===== config.mk =====
export PLATFORM = sky130hd
export DESIGN_NAME = shift_sequencer
export DESIGN_NICKNAME = d
export VERILOG_FILES = /design/src/rtl/shift_sequencer.sv
export SDC_FILE = /design/constraint.sdc
export NUM_CORES = 1
export LEC_CHECK = 0
export ABC_CLOCK_PERIOD_IN_PS = 3950
export CORE_MARGIN = 2
export CORE_UTILIZATION = 45
export CTS_BUF_LIST = sky130_fd_sc_hd__clkbuf_16
export CTS_CLUSTER_DIAMETER = 60
export DETAILED_ROUTE_END_ITERATION = 7
export PLACE_DENSITY = 0.94
export REMOVE_ABC_BUFFERS = 1
export SLEW_MARGIN = 20
export SYNTH_ARGS = -nofsm -noshare
export SYNTH_HDL_FRONTEND = slang
export SYNTH_SLANG_ARGS = --single-unit

===== constraint.sdc =====
create_clock -name clk -period 3.95 [get_ports clk]
set_input_delay 0.5925 -clock clk [delete_from_list [all_inputs] [get_ports clk]]
set_output_delay 0.5925 -clock clk [all_outputs]
set_load 0.03 [all_outputs]

===== src/rtl/shift_sequencer.sv =====
// shift_sequencer: sequences an external combinational 1-bit shifter through
// 'amount' single-bit steps in the direction given by 'dir', then registers
// the final value on dataOut and pulses done for one cycle.
// Optional feature: define SHIFT_SEQ_ABORT_EN to add the 'abort' input, which
// cancels an operation in progress without a done pulse or dataOut update.
module shift_sequencer #(
  parameter int size = 8,
  parameter int AW   = 3
) (
  input  logic            clk,
  input  logic            rst,
  input  logic            start,
  input  logic            dir,
  input  logic [AW-1:0]   amount,
  input  logic [size-1:0] dataIn,
`ifdef SHIFT_SEQ_ABORT_EN
  input  logic            abort,
`endif
  output logic [1:0]      shiftCode,
  output logic [size-1:0] shiftData,
  input  logic [size-1:0] shiftResult,
  output logic            busy,
  output logic            done,
  output logic [size-1:0] dataOut
);

  typedef enum logic [1:0] {
    IDLE  = 2'b00,
    SHIFT = 2'b01,
    DONE  = 2'b10
  } state_t;

  state_t          state, stateNext;
  logic [size-1:0] work, workNext;
  logic [AW-1:0]   count, countNext;
  logic            dirReg, dirNext;
  logic [size-1:0] dataOutNext;

  // State and datapath registers; reset clears everything, overriding start.
  always_ff @(posedge clk) begin
    if (rst) begin
      state   <= IDLE;
      work    <= '0;
      count   <= '0;
      dirReg  <= 1'b0;
      dataOut <= '0;
    end else begin
      state   <= stateNext;
      work    <= workNext;
      count   <= countNext;
      dirReg  <= dirNext;
      dataOut <= dataOutNext;
    end
  end

  // Next-state, datapath update and shifter drive.
  always_comb begin
    stateNext   = state;
    workNext    = work;
    countNext   = count;
    dirNext     = dirReg;
    dataOutNext = dataOut;
    shiftCode   = 2'b00;
    shiftData   = work;

    case (state)
      IDLE, DONE: begin
        if (start) begin
          workNext  = dataIn;
          countNext = amount;
          dirNext   = dir;
          if (amount != '0) begin
            stateNext = SHIFT;
          end else begin
            // Zero-step request completes immediately with the operand itself.
            stateNext   = DONE;
            dataOutNext = dataIn;
          end
        end else begin
          stateNext = IDLE;
        end
      end

      SHIFT: begin
        shiftCode = dirReg ? 2'b10 : 2'b01;
        workNext  = shiftResult;
        countNext = count - AW'(1);
        if (count == AW'(1)) begin
          stateNext   = DONE;
          dataOutNext = shiftResult;
        end
`ifdef SHIFT_SEQ_ABORT_EN
        if (abort) begin
          stateNext   = IDLE;
          dataOutNext = dataOut;
        end
`endif
      end

      default: begin
        stateNext = IDLE;
      end
    endcase
  end

  // Status flags decode directly from the state register.
  always_comb begin
    busy = (state == SHIFT);
    done = (state == DONE);
  end

endmodule


; ---- Yosys cells after proc, flatten, opt, wreduce, memory -nomap -nowiden
; Cells that the tools add are included.
[classes]
addsub = 1
n_eq_ne = 6
n_mux = 14
n_reduce_logical = 7
[ops]
columns = operator, n
row1 = 2-to-1 mux 8 bit, 4
row2 = case mux 8 bit (2 select lines), 2
row3 = 2-to-1 mux 2 bit, 5
row4 = case mux 3 bit (2 select lines), 1
row5 = inequality test 2 bit (second input constant), 2
row6 = case mux 2 bit (2 select lines), 1
row7 = AND reduction 2 bit, 2
row8 = AND reduction 4 bit, 1
row9 = == test 3 x 1 -> 1 bit (second input constant), 1
row10 = 2-to-1 mux 3 bit, 1
row11 = nonzero test 3 bit, 1
row12 = subtractor 3 x 1 -> 3 bit (second input constant), 1
row13 = == test 2 x 1 -> 1 bit (second input constant), 1
row14 = == test 2 bit (second input constant), 1
row15 = zero test 2 bit, 1
row16 = inequality test 2 x 1 -> 1 bit (second input constant), 1
row17 = nonzero test 2 bit, 1
row18 = OR reduction 2 bit, 1
[totals]
register_bits = 22
input_bits = 23
wordCells = 33

; ---- Longest topological paths before layout
; Gate-level depths: netlist (run 1).
[logic_depth]
depth_word = 4
ltp_mapped = 8
ltp_nobuf = 6

; ---- Worst setup path before layout (run 1)
; No wires, ideal clock.
[synth_timing]
kind = register to output
from = register state[1]
to = output port shiftCode[1]
t_arrival_ps = 1140
setup_slack_ps = 2217
path_stages_with_launch = 5
cell_sequence = dfxtp_1 nand2b_2 inv_2 buf_4 and2_1
[synth_via]
elab_chain_cells = 2
[synth_rtl]
columns = element, line_no
row1 = "start, declared", 33  ; state_t state, stateNext;
row2 = "start signal, assigned", 48  ; state <= stateNext;
row3 = == test 2 x 1 -> 1 bit, -
row4 = net busy, 22  ; output logic busy,
row5 = 2-to-1 mux 2 bit, 66  ; case (state)
row6 = "end, declared", 19  ; output logic [1:0] shiftCode,
; The timed path passes the listed nets, and every way through them passes these cells.

; ---- Final worst setup path (run 1)
[layout_timing]
from = register state[1]
to = output port shiftCode[1]
[layout_via]
elab_chain_cells = 2
[layout_rtl]
columns = element, line_no
row1 = == test 2 x 1 -> 1 bit, 66
row2 = 2-to-1 mux 2 bit, 66
; No other way between the ends.

==> results.md, run 1 <==
## STA
• **Final setup viols** 0
• **final hold viol count** 0
• **Fmax achieved** 0.399 GHz
• **shortest clock period the worst path allows after layout** 2.50 ns
• **largest clock skew in the final design** 0.00157 ns
• **Max-slew headroom** 0.289
• **Final Cycle Share** 0.634
• **Sum Neg Setup Slack** 0 ns
• **count of final max-slew check failures** 0
• **Tightest Pin Transition** 1.06 ns
• **RSZ-0062 raised after global routing** false
• **final setup margin** 1.45 ns

## Critical path
• **slowest stage cell on the critical path** sky130_fd_sc_hd__clkdlybuf4s50_1
• **worst reg2reg startpoint** state[0]$_SDFFE_PP0P_
• **number of buffer and inverter stages on the critical path** 2
• **kind of start point of the critical path** register
• **type of the worst setup path** register to output pin
• **dominant delay contributor by cell family on the critical path** buffers and inverters
• **internal reg-to-reg setup slack** 1.99 ns
• **endpoint required time on the critical path** 3.36 ns
• **cell-by-cell trace of the critical path** nand2b_2 > inv_2 > and2_1 > clkdlybuf4s50_1
• **critical-path maximum fanout** 14
• **Worst setup EP type** output pin
• **arrival time at the worst endpoint** 1.91 ns
• **highest cell delay on the worst timing path** 0.66 ns
• **Critical Path Source** state[1]$_SDFFE_PP0P_

## Drt
• **total wirelength of the detailed-routed design** 2490 microns
• **mean number of vias per cell** 5.24
• **Pre-antenna DRT Iters** 4
• **post-DR wirelength/cell** 14.8 microns
• **final antenna-violating net count** 0
• **routed via count** 881
• **total DRC errors in the routed layout** 0
• **starting DRC count in detailed routing** 16

## Floorplan
• **CORE AREA** 2210 sq um
• **area of the die** 2720 sq um
• **placement row count** 17
• **Starting Density** 0.472
• **IO Pins** 43
• **Chip Width** 52.2 microns
• **overall die height** 52.2 microns

## Global routing
• **first-pass GRT wire length** 4270 microns
• **gr usage total** 0.211
• **initial antenna violation count** 0
• **maximum number of pins on one net before global-route repair** 23
• **via count of the first global-routing pass** 976
• **aggregate global routing overflow** 0

## Clocking
• **CTS buffer count** 3
• **Root Buffer Master** sky130_fd_sc_hd__clkbuf_16
• **Resized Gates After CTS** 0
• **maximum root-to-sink buffer count** 2
• **hold buffers post-CTS** 0
• **clock edge transition at the registers on the reported setup and hold paths** 0.06 ns
• **CTS tree** yes
• **sinks on the clock net** 22
• **post-CTS setup repair buffer count** 0
• **source-to-sink clock delay at the later pin of the worst-skew pair** 0.25 ns
• **H-tree lvl count** 1

## Place
• **post-placement worst setup slack** 1.30 ns
• **Port Buf Inserts** 42
• **post-detail-place hpwl** 1770 microns
• **routability congestion estimate from global placement** 0.705
• **instance area at placement** 1430 sq um

## Pwr
• **Power, Total** 671 uW
• **static leakage power** 0.559 nW
• **Power Density** 445 nW/um^2
• **VDD IR max** 0.000277 V

## Synthesis
• **Post-Synthesis Cells** 102
• **Avg Synthesized Cell Area** 10.2 sq um
• **total standard cell area after synthesis** 1040 sq um
• **Compound-Gate Fraction of Synth Area** 0.237
• **share of cell area taken by muxes after synthesis** 0.0862
• **yosys warns** 0
• **Post-Synth Adder-Cell Area** 0.0240
• **number of distinct library cell variants in the gate-level netlist after synthesis** 26
• **fraction of synthesized cell area in xor and xnor cells** 0
• **simple logic cell fraction of the synthesized area** 0.149
• **main combinational cell family by area after synthesis** compound AO/OA/AOI/OAI gates
• **Seq cells post-synth** 22
• **proportion of synthesized chip area in sequential cells** 0.422

## Cells and area
• **total number of nets in the final design** 166
• **Synth-to-Final Area Change** 44.3%
• **antenna diode instance count** 0
• **final core occ** 0.682
• **final standard cell area without fillers** 1510 sq um
• **Filler Cells Inserted** 179
• **fraction of layout cells with a size suffix above 1** 0.136

## Hold path
• **kind of path behind the tightest hold check** register to register
• **worst hold path startpoint** count[1]$_SDFFE_PP0P_

## Status
• **run status** complete, no violations

## Flow run
• **number of max-cap violations** 0

==> power by group <==
part           switching, mW  internal (mW)
clock network         0.0765          0.135
logic                  0.111         0.0884
registers             0.0145          0.245
total                  0.202          0.469
==> worst paths after layout <==
check                                          endpoint  depth (start not counted)
worst max-delay path                       shiftCode[1]                          4
worst min-delay path              count[1]$_SDFFE_PP0P_                          2
worst max register to register  dataOut[6]$_SDFFE_PP0P_                          4
worst min register to register    count[1]$_SDFFE_PP0P_                          2
==> per-layer routing <==
| metal | vias up | routed length [microns] | global-route usage |
|---|---|---|---|
| li1 | 430 | - | - |
| met1 | 422 | 1040 | 0.230 |
| met2 | 25 | 1280 | 0.399 |
| met3 | 4 | 152 | 0.0514 |
| met4 | 0 | 22 | 0.0641 |
| met5 | - | 0 | 0 |
==> stage by stage <==
step	instances	hold WS (ns)
3_5_place_dp	164	0.503
4_1_cts	168	0.518
6_report	168	0.517
2_1_floorplan	94	0.471
5_1_grt	168	0.557
3_3_place_gp	164	0.486
==> Yosys cell counts <==
cell type,number,area [sq um]
sky130_fd_sc_hd__a211oi_1,3,22.5
sky130_fd_sc_hd__a211oi_2,14,175
sky130_fd_sc_hd__a21o_1,1,7.51
sky130_fd_sc_hd__a21oi_1,2,10.0
sky130_fd_sc_hd__a221oi_1,2,17.5
sky130_fd_sc_hd__a31oi_1,1,6.26
sky130_fd_sc_hd__and2_1,1,6.26
sky130_fd_sc_hd__and2b_1,1,7.51
sky130_fd_sc_hd__and4bb_1,1,12.5
sky130_fd_sc_hd__buf_1,1,3.75
sky130_fd_sc_hd__buf_4,1,7.51
sky130_fd_sc_hd__buf_6,5,56.3
sky130_fd_sc_hd__clkbuf_1,1,3.75
sky130_fd_sc_hd__dfxtp_1,22,440
sky130_fd_sc_hd__ha_1,2,25.0
sky130_fd_sc_hd__inv_1,3,11.3
sky130_fd_sc_hd__inv_2,1,3.75
sky130_fd_sc_hd__mux2i_1,9,90.1
sky130_fd_sc_hd__nand2_1,1,3.75
sky130_fd_sc_hd__nand2b_1,1,6.26
sky130_fd_sc_hd__nand2b_2,1,8.76
sky130_fd_sc_hd__nor2_1,23,86.3
sky130_fd_sc_hd__nor2b_1,2,12.5
sky130_fd_sc_hd__nor3_1,1,5.00
sky130_fd_sc_hd__o22a_1,1,8.76
sky130_fd_sc_hd__or2_1,1,6.26
==> cell usage in the layout, fill, tap and decap left out, drive strengths merged, types with 2 or more instances in the layout <==
master,synthesis,layout
a211oi,17,17
a21oi,2,2
a221oi,2,2
clkbuf,1,3
clkdlybuf4s50,0,42
dfxtp,22,22
ha,2,2
inv,4,4
mux2i,9,9
nand2b,2,2
nor2,23,23
nor2b,2,2
==> cell families after synthesis <==
| kind of cell | count (synthesis) |
|---|---|
| flip-flops | 22 |
| buffers and inverters | 12 |
| AO/OA/AOI/OAI | 24 |
| multiplexers | 9 |
| AND/OR/NAND/NOR | 33 |
| adder cells (fa/ha/maj) | 2 |
==> area by class of cell <==
cell class / count / area (sq um) / share of cell area
multi-input combinational: 68 / 518 / 0.344
sequential: 22 / 440 / 0.292
timing repair buffer: 42 / 420 / 0.279
clock buffer: 3 / 75.1 / 0.0498
tap: 28 / 35.0 / 0.0232
inverter: 4 / 15.0 / 0.00996
clock inverter: 1 / 3.75 / 0.00249
==> tightest hold or removal path: stages (launching register included) <==
cell and delay, ns:
sky130_fd_sc_hd__dfxtp_1 0.33, sky130_fd_sc_hd__a221oi_1 0.08, sky130_fd_sc_hd__nor2_1 0.07
==> state kept, by name (all words and copies together) (netlist names) <==
signal     count
shiftData      8
state          2
count          3
dirReg         1
dataOut        8
Note: power is estimated with default switching activity, not from simulation.
==> run 2: changes to the inputs <==
--- a/config.mk
+++ b/config.mk
@@ -5,13 +5,13 @@
 export SDC_FILE = /design/constraint.sdc
 export NUM_CORES = 1
 export LEC_CHECK = 0
-export ABC_CLOCK_PERIOD_IN_PS = 3950
+export ABC_CLOCK_PERIOD_IN_PS = 2100
 export CORE_MARGIN = 2
-export CORE_UTILIZATION = 45
+export CORE_UTILIZATION = 38
 export CTS_BUF_LIST = sky130_fd_sc_hd__clkbuf_16
 export CTS_CLUSTER_DIAMETER = 60
 export DETAILED_ROUTE_END_ITERATION = 7
-export PLACE_DENSITY = 0.94
+export PLACE_DENSITY = 0.86
 export REMOVE_ABC_BUFFERS = 1
 export SLEW_MARGIN = 20
 export SYNTH_ARGS = -nofsm -noshare
==> constraint.sdc (replaced) <==
create_clock -name clk -period 2.1 [get_ports clk]
set_input_delay 0.315 -clock clk [delete_from_list [all_inputs] [get_ports clk]]
set_output_delay 0.315 -clock clk [all_outputs]
set_load 0.03 [all_outputs]
==> run 2 against run 1 <==
  * Utilization is 9.0 points lower
  * First-iteration DRC count is 130% higher
  * Worst hold slack worse by 0.016 ns
  * Critical path type unchanged
  * Global-route usage is 4.2 points lower
  * Die area is 17% higher
  * Via count is 1.6% higher
  * Sequential cell count stayed put
  * Largest cell class unchanged
==> results.md, run 2 (synthesis gave the netlist of run 1 again) <==
## Pwr
• **Power, Total** 1.40 mW, +110%
• **Power Density** 881 nW/um^2, +98%
• **internal power** 1.02 mW, +120%
• **switching power of the nets** 381 uW, +88%
• **share of power burned in registers** 0.349, -0.038
• **share of power burned in the clock network** 0.372, +0.057
• **net switching share of the total power** 0.272, -0.0295
• **VDD IR max** 0.00148 V, +430%
• **combinational share of power** 0.279, -0.018
• **static leakage power** 0.607 nW, +8.5%

## Clocking
• **maximum root-to-sink buffer count** 2, unchanged
• **hold buffers post-CTS** 0, unchanged
• **H-tree lvl count** 1, unchanged
• **clock edge transition at the registers on the reported setup and hold paths** 0.06 ns, about the same
• **post-CTS setup repair buffer count** 0, unchanged
• **Root Buffer Master** sky130_fd_sc_hd__clkbuf_16
• **source-to-sink clock delay at the later pin of the worst-skew pair** 0.25 ns, about the same
• **sinks on the clock net** 22, unchanged
• **CTS tree** yes
• **CTS buffer count** 3, unchanged
• **Resized Gates After CTS** 0, unchanged

## STA
• **RSZ-0062 raised after global routing** false
• **Final Cycle Share** 0.944
• **count of final max-slew check failures** 0, unchanged
• **final hold viol count** 0, unchanged
• **shortest clock period the worst path allows after layout** 1.98 ns
• **Fmax achieved** 0.504 GHz
• **Sum Neg Setup Slack** 0 ns, unchanged
• **largest clock skew in the final design** 0.00200 ns, +0.000433 ns
• **Tightest Pin Transition** 0.292 ns, -0.771 ns
• **Final setup viols** 0, unchanged
• **Max-slew headroom** 0.800, +0.511
• **final worst hold slack** 0.501 ns, -0.0161 ns

## Cells and area
• **fraction of layout cells with a size suffix above 1** 0.184, +0.0480
• **total number of nets in the final design** 173, +4.2%
• **Synth-to-Final Area Change** 52.2%
• **antenna diode instance count** 0, unchanged
• **commonest cells after routing, fill and taps aside** sky130_fd_sc_hd__clkdlybuf4s50_1 (42), sky130_fd_sc_hd__nor2_1 (23), sky130_fd_sc_hd__dfxtp_1 (22)
• **most common cell after layout, fill and taps aside** sky130_fd_sc_hd__clkdlybuf4s50_1
• **final standard cell area without fillers** 1590 sq um, +5.5%
• **non-filler instance count after layout** 178, +6.0%

## Hold path
• **kind of path behind the tightest hold check** register to register

## Floorplan
• **placement row count** 19, +2
• **Starting Density** 0.389, -0.0834
• **CORE AREA** 2690 sq um, +21%
• **overall die height** 56.4 microns, +8.1%
• **Chip Width** 56.4 microns, +8.1%
• **area of the die** 3180 sq um, +17%
• **IO Pins** 43, unchanged

## Global routing
• **maximum number of pins on one net before global-route repair** 23, unchanged
• **via count of the first global-routing pass** 933, -4.4%
• **gr usage total** 0.170, -0.0416
• **initial antenna violation count** 0, unchanged
• **aggregate global routing overflow** 0, unchanged
• **first-pass GRT wire length** 4300 microns, +0.63%

## Critical path
• **type of the worst setup path** register to output pin
• **Worst setup EP type** output pin
• **arrival time at the worst endpoint** 1.67 ns, -0.24 ns
• **endpoint required time on the critical path** 1.78 ns, -1.58 ns
• **kind of start point of the critical path** register
• **number of buffer and inverter stages on the critical path** 2, unchanged
• **highest cell delay on the worst timing path** 0.66 ns, about the same
• **critical-path maximum fanout** 5, -9
• **dominant delay contributor by cell family on the critical path** buffers and inverters
• **cell-by-cell trace of the critical path** nand2b_2 > inv_2 > and2_1 > clkdlybuf4s50_1
• **slowest stage cell on the critical path** sky130_fd_sc_hd__clkdlybuf4s50_1

## Drt
• **routed via count** 895, +1.6%
• **mean number of vias per cell** 5.03, -4.1%
• **Pre-antenna DRT Iters** 4, unchanged
• **total wirelength of the detailed-routed design** 2530 microns, +1.5%
• **post-DR wirelength/cell** 14.2 microns, -4.2%
• **total DRC errors in the routed layout** 0, unchanged
• **starting DRC count in detailed routing** 37, +21
• **final antenna-violating net count** 0, unchanged

## Place
• **total instance count after detailed placement** 174, +6.1%
• **Port Buf Inserts** 42, unchanged
• **routability congestion estimate from global placement** 0.857, +22%
• **instance area at placement** 1490 sq um, +3.9%
• **post-detail-place hpwl** 1870 microns, +5.5%

## Status
• **run status** complete, no violations

## Flow run
• **number of max-cap violations** 0, unchanged

run 2: changes by cell type in the layout (fill, tap and decap cells not counted):
cell | previous run | this run
sky130_fd_sc_hd__bufinv_16 | 0 | 1
sky130_fd_sc_hd__clkinv_1 | 1 | 0
sky130_fd_sc_hd__buf_4 | 0 | 7
run 2: worst reg2reg max path: stages, from the launching register on:
cell and delay (ns):
sky130_fd_sc_hd__dfxtp_1 0.34, sky130_fd_sc_hd__nand2b_2 0.20, sky130_fd_sc_hd__inv_2 0.06, sky130_fd_sc_hd__buf_4 0.20, sky130_fd_sc_hd__or2_1 0.26, sky130_fd_sc_hd__buf_4 0.18, sky130_fd_sc_hd__nor2_1 0.13, sky130_fd_sc_hd__a211oi_2 0.06
run 2: metrics by stage:
stage | setup slack, ns | utilization
after floorplan | 0.469 | -
after global placement | 0.416 | 0.553
after detailed placement | 0.382 | 0.553
after CTS | 0.109 | 0.592
after global routing | 0.0681 | 0.592
final | 0.118 | 0.592
run 2: area by class of cell:
| class | count | area, sq um |
|---|---|---|
| Fill cell | 216 | 1100 |
| Timing Repair Buffer | 49 | 473 |
| Multi-Input combinational cell | 68 | 518 |
| Clock inverter | 1 | 30.0 |
| Clock buffer | 3 | 75.1 |
| Sequential cell | 22 | 440 |
| Tap cell | 31 | 38.8 |
| Inverter | 4 | 15.0 |
run 2: worst paths after layout:
path,from,endpoint,slack (ns),cells after the start
hold reg to reg,dataOut[6]$_SDFFE_PP0P_,dataOut[6]$_SDFFE_PP0P_,0.50,2
setup / recovery,state[1]$_SDFFE_PP0P_,shiftCode[1],0.12,4
hold / removal,dataOut[6]$_SDFFE_PP0P_,dataOut[6]$_SDFFE_PP0P_,0.50,2
setup reg to reg,state[1]$_SDFFE_PP0P_,shiftData[0]$_SDFFE_PP0P_,0.55,7
run 2: routing by layer:
layer	share of wire	global-route usage	vias up
li1	-	-	447
met1	0.41	0.188	415
met2	0.51	0.304	29
met3	0.061	0.0622	4
met4	0.011	0.0408	0
met5	0	0	-
run 2: power groups by stage:
stage	logic, mW	clock network [mW]	registers (mW)
5_1_grt	0.418	0.552	0.493
2_1_floorplan	0.155	0	0.556
3_5_place_dp	0.390	0	0.497
3_3_place_gp	0.380	0	0.494
6_report	0.391	0.522	0.489
4_1_cts	0.394	0.533	0.488
==> run 3: changes to the inputs <==
--- a/config.mk
+++ b/config.mk
@@ -9,7 +9,7 @@
 export CORE_MARGIN = 2
 export CORE_UTILIZATION = 38
 export CTS_BUF_LIST = sky130_fd_sc_hd__clkbuf_16
-export CTS_CLUSTER_DIAMETER = 60
+export CTS_CLUSTER_DIAMETER = 200
 export DETAILED_ROUTE_END_ITERATION = 7
 export PLACE_DENSITY = 0.86
 export REMOVE_ABC_BUFFERS = 1
==> results of run 3 <==
Final layout, timing and power as in run 2 (identical DEF).
